## src/rtl/restoring_divider.sv

```systemverilog
`default_nettype none
// ============================================================================
//  Module   : restoring_divider
//  Purpose  : Sequential unsigned restoring divider. It computes one quotient
//             bit per cycle, MSB first. A zero divisor skips the iterations
//             and reports an all-ones quotient together with div_by_zero.
//  Revision : 1.0 - initial release
// ============================================================================
module restoring_divider #(
    parameter int DW = 8,
    parameter int VW = 4
) (
    input  logic          clk,
    input  logic          rst,
    input  logic          start,
    input  logic [DW-1:0] dividend,
    input  logic [VW-1:0] divisor,
    output logic          ready,
    output logic          busy,
    output logic          done,
    output logic [DW-1:0] quotient,
    output logic [VW-1:0] remainder,
    output logic          div_by_zero
);

    localparam int            CW     = $clog2(DW + 1);
    localparam logic [1:0]    c_IDLE = 2'd0;
    localparam logic [1:0]    c_RUN  = 2'd1;
    localparam logic [1:0]    c_DONE = 2'd2;
    localparam logic [CW-1:0] c_LAST = CW'(DW - 1);

    logic [1:0]    r_state;
    logic [CW-1:0] r_cnt;
    logic [DW-1:0] r_dvd;    // dividend; it shifts left so the next bit is always the MSB
    logic [VW-1:0] r_dvs;
    logic [VW-1:0] r_prem;   // partial remainder
    logic [DW-1:0] r_qacc;   // quotient accumulator
    logic [DW-1:0] r_quot;
    logic [VW-1:0] r_rem;
    logic          r_dbz;

    logic [VW:0]   w_trial;
    logic          w_ge;
    logic [VW-1:0] w_diff;
    logic [VW-1:0] w_prem_next;
    logic [DW-1:0] w_q_next;

    // One restoring step. When trial >= divisor the difference is smaller
    // than the divisor, so the low VW bits of the subtraction hold it exactly.
    // When trial < divisor the trial itself is smaller than the divisor, so
    // it also fits in VW bits.
    always_comb begin
        w_trial     = {r_prem, r_dvd[DW-1]};
        w_ge        = (w_trial >= {1'b0, r_dvs});
        w_diff      = w_trial[VW-1:0] - r_dvs;
        w_prem_next = w_ge ? w_diff : w_trial[VW-1:0];
        w_q_next    = (r_qacc << 1) | DW'(w_ge);
    end

    // Control FSM and iteration datapath
    always_ff @(posedge clk) begin
        if (rst) begin
            r_state <= c_IDLE;
            r_cnt   <= '0;
            r_dvd   <= '0;
            r_dvs   <= '0;
            r_prem  <= '0;
            r_qacc  <= '0;
        end else begin
            case (r_state)
                c_IDLE: begin
                    if (start) begin
                        r_dvd   <= dividend;
                        r_dvs   <= divisor;
                        r_cnt   <= '0;
                        r_prem  <= '0;
                        r_qacc  <= '0;
                        r_state <= (divisor == '0) ? c_DONE : c_RUN;
                    end
                end
                c_RUN: begin
                    r_dvd  <= r_dvd << 1;
                    r_prem <= w_prem_next;
                    r_qacc <= w_q_next;
                    r_cnt  <= r_cnt + CW'(1);
                    if (r_cnt == c_LAST) begin
                        r_state <= c_DONE;
                    end
                end
                c_DONE:  r_state <= c_IDLE;
                default: r_state <= c_IDLE;
            endcase
        end
    end

    // Result registers. They load only on entry to DONE and hold otherwise.
    always_ff @(posedge clk) begin
        if (rst) begin
            r_quot <= '0;
            r_rem  <= '0;
            r_dbz  <= 1'b0;
        end else if (r_state == c_IDLE && start && divisor == '0) begin
            r_quot <= '1;
            r_rem  <= '0;
            r_dbz  <= 1'b1;
        end else if (r_state == c_RUN && r_cnt == c_LAST) begin
            r_quot <= w_q_next;
            r_rem  <= w_prem_next;
            r_dbz  <= 1'b0;
        end
    end

    assign ready       = (r_state == c_IDLE);
    assign busy        = (r_state == c_RUN);
    assign done        = (r_state == c_DONE);
    assign quotient    = r_quot;
    assign remainder   = r_rem;
    assign div_by_zero = r_dbz;

endmodule
`default_nettype wire

```

## config.mk

```make
export PLATFORM = sky130hd
export DESIGN_NAME = restoring_divider
export DESIGN_NICKNAME = d
export VERILOG_FILES = /design/src/rtl/restoring_divider.sv
export SDC_FILE = /design/constraint.sdc
export NUM_CORES = 1
export LEC_CHECK = 0
export ABC_AREA = 1
export CAP_MARGIN = 0
export CORE_MARGIN = 1.5
export CORE_UTILIZATION = 56
export DETAILED_ROUTE_END_ITERATION = 6
export PLACE_DENSITY_LB_ADDON = 0.2
export SYNTH_ARGS = -nofsm -noshare
export SYNTH_HDL_FRONTEND = slang
export SYNTH_SLANG_ARGS = --single-unit
```

## constraint.sdc

```tcl
create_clock -name clk -period 3.6 [get_ports clk]
set_clock_uncertainty 0.05 [all_clocks]
set_input_delay 0.54 -clock clk [delete_from_list [all_inputs] [get_ports clk]]
set_output_delay 0.54 -clock clk [all_outputs]
set_load 0.01 [all_outputs]
```

==> impl_metrics.json <==
{
  "outcome": "complete, no violations",
  "port_buffers": 30,
  "critPathLaunch": "r_state[0]",
  "wl_met1_um": 1750,
  "cts_tree": "yes",
  "r2r_setup_slack_ps": 1640,
  "place_area_mm2": 0.00217,
  "crit_path_max_fanout": 24,
  "fmax_ghz": 0.395,
  "seq_area_frac_synth": 0.450,
  "avgSynthCellArea_um2": 7.39,
  "top_layer": "met4",
  "dr.pass1.iters": 4,
  "chipHeight_um": 60.8,
  "path_buf_inv": 2,
  "diodes": 0,
  "ir_drop_mv": 0.294,
  "design.final.nets": 301,
  "avgViaCountPerCell": 5.13,
  "via_count": 1666,
  "insertion_delay_ps": 370,
  "setup_viol": 0,
  "dpl.hpwl_um": 2540,
  "drive_gt1_frac": 0.0712,
  "reg2regPathDepth": 7,
  "dr.first_iter.drc_count": 77,
  "synth_area_leaders": "dfxtp_1, nand2_1, a21oi_1, inv_1, ha_1",
  "finalWirelength_um": 3790,
  "ant_nets": 0,
  "fp.coreArea_mm2": 0.00310,
  "grt-ovfl-total": 0,
  "cts_buffers": 5,
  "required_ps": 3010,
  "grt_max_degree": 28,
  "static-leakage-power_nw": 0.915,
  "synth_mux_area_frac": 0,
  "drv_cap": 0,
  "whs_path_depth": 2,
  "power.total_uw": 979,
  "drc": 0,
  "dp.cells": 317,
  "io_pins": 31,
  "synth_xor_area_frac": 0.00469,
  "grt_setup_unrepaired": "no",
  "synthDistinctLibCells": 28,
  "synth_top_family_by_area": "simple AND/OR/NAND/NOR gates",
  "layout_commonest_cell": "nand2_1",
  "crit_slowest_cell": "clkdlybuf4s50_1",
  "regToRegStartpoint": "r_state[0]",
  "post-route-min-period_ps": 2530,
  "die_area_mm2": 0.00369,
  "tns_ps": 0,
  "wl_met3_um": 211,
  "ctsHtreeMaxLevel": 2,
  "initial_core_util": 0.602,
  "endpoint_kind": "output pin",
  "max-slew-margin-rel": 0.334,
  "clock_sinks": 42,
  "synthSimpleGateAreaFrac": 0.270,
  "synth_compound_area_frac": 0.148,
  "gp_congestion": 0.855,
  "synth_area_mm2": 0.00187,
  "yosysWarnings": 0,
  "cts_resized": 0,
  "worstPathCellList": "inv_2 -> nor2_4 -> clkdlybuf4s50_1",
  "start_kind": "register",
  "fin_cells": 325,
  "cts_setup_buffers": 0,
  "grt_first_pass_wirelength_um": 6150,
  "grt_usage": 0.227,
  "clkSlewWorstSetupHoldPaths_ps": 130,
  "crit_family": "buffers and inverters",
  "path_class": "register to output pin",
  "mostFrequentLayoutCells": "nand2_1, dfxtp_1, a21oi_1, clkdlybuf4s50_1, inv_1",
  "die_w_um": 60.8,
  "wl_met2_um": 1740,
  "timing.rr.end": "r_dvd[2]",
  "synth_adder_area_share": 0.0442,
  "worstMarginPinSlew_ps": 996,
  "grt_pass1_vias": 1448,
  "syn-num-nets": 274,
  "fin_area_mm2": 0.00225,
  "fill_cells": 280,
  "avgRoutedWirePerCell_um": 11.6,
  "period_share": 0.704,
  "min_to": "div_by_zero",
  "cts_root_buf": "clkbuf_4",
  "antenna_found_initial": 0,
  "cp.arrival_ps": 1940,
  "hp-class": "register to register",
  "cts_buffer_depth": 2,
  "rows": 20,
  "synth_top_area_frac": 0.450,
  "hold_viol": 0,
  "syn2layout_area_growth_pct": 20.3,
  "synth_seq_cells": 42,
  "power_density_mw_per_mm2": 435,
  "synth_top_cell_by_area": "dfxtp_1",
  "synthCells": 253,
  "worstHoldStart": "div_by_zero",
  "slowest_delay_ps": 640,
  "cts_hold_buf": 0,
  "drv_slew": 0
}
[metrics by stage]
| step | hold slack (ps) | util | setup WS, ps |
|---|---|---|---|
| after floorplan | 385 | - | 2070 |
| after global placement | 399 | 0.699 | 1270 |
| after detailed placement | 404 | 0.699 | 1230 |
| after CTS | 425 | 0.725 | 1060 |
| after global routing | 432 | 0.725 | 947 |
| final | 420 | 0.725 | 1070 |
[power by group]
group / internal [mW] / leakage, nW / total, mW / switching [mW]
Sequential: 0.485 / 0.342 / 0.497 / 0.0125
Clock: 0.147 / 0.0385 / 0.302 / 0.156
Combinational: 0.0689 / 0.535 / 0.179 / 0.110
Total: 0.700 / 0.915 / 0.979 / 0.278
[cells in the mapped netlist (all sizes together)]
cell type / n
inv: 24
a31oi: 7
a211oi: 1
clkbuf: 4
o21ai: 7
nand2: 84
ha: 5
dfxtp: 42
nor3: 4
o221a: 1
nand3b: 1
fa: 1
buf: 7
nand3: 8
nor2: 20
xor2: 1
nand4: 1
a21oi: 35
[cells by family after synthesis]
logic type,count (synthesis)
and+or+nand+nor,118
AOI/OAI and AO/OA,51
DFF,42
buffers and inverters,35
adders and majority gates,6
xor gates and xnor gates,1
[registers in the layout, indices dropped and copies added, names as in the netlist]
| register | cells |
|---|---|
| r_prem | 4 |
| div_by_zero | 1 |
| r_cnt | 4 |
| r_dvd | 8 |
| remainder | 4 |
| r_state | 2 |
| quotient | 8 |
| r_dvs | 4 |
| r_qacc | 7 |
[worst max-delay path by stage]
stage,to,depth (start not counted)
after global placement,r_cnt[2],3
after CTS,busy,3
after floorplan,remainder[2],10
final,busy,3
after global routing,busy,3
after detailed placement,quotient[0],8
[cell type report]
type,instances,area [um2],area share
clock buffer,6,41.3,0.0184
clock inverter,2,37.5,0.0167
inverter,24,92.6,0.0412
multi-input combinational,176,873,0.388
sequential,42,841,0.374
tap,44,55.1,0.0245
timing repair buffer,31,308,0.137
[worst min-delay path: cells and delay by family, from the launching register on]
kind | cells | cell delay, ps
DFF | 1 | 330
and+or+nand+nor | 1 | 60
AOI/OAI and AO/OA | 1 | 50
[per-layer routing]
layer / vias up / GRT usage
met5: - / 0
met4: 0 / 0.112
met3: 8 / 0.0469
met2: 43 / 0.366
met1: 754 / 0.289
li1: 861 / -
No activity file was read; power rests on OpenSTA's default activity.
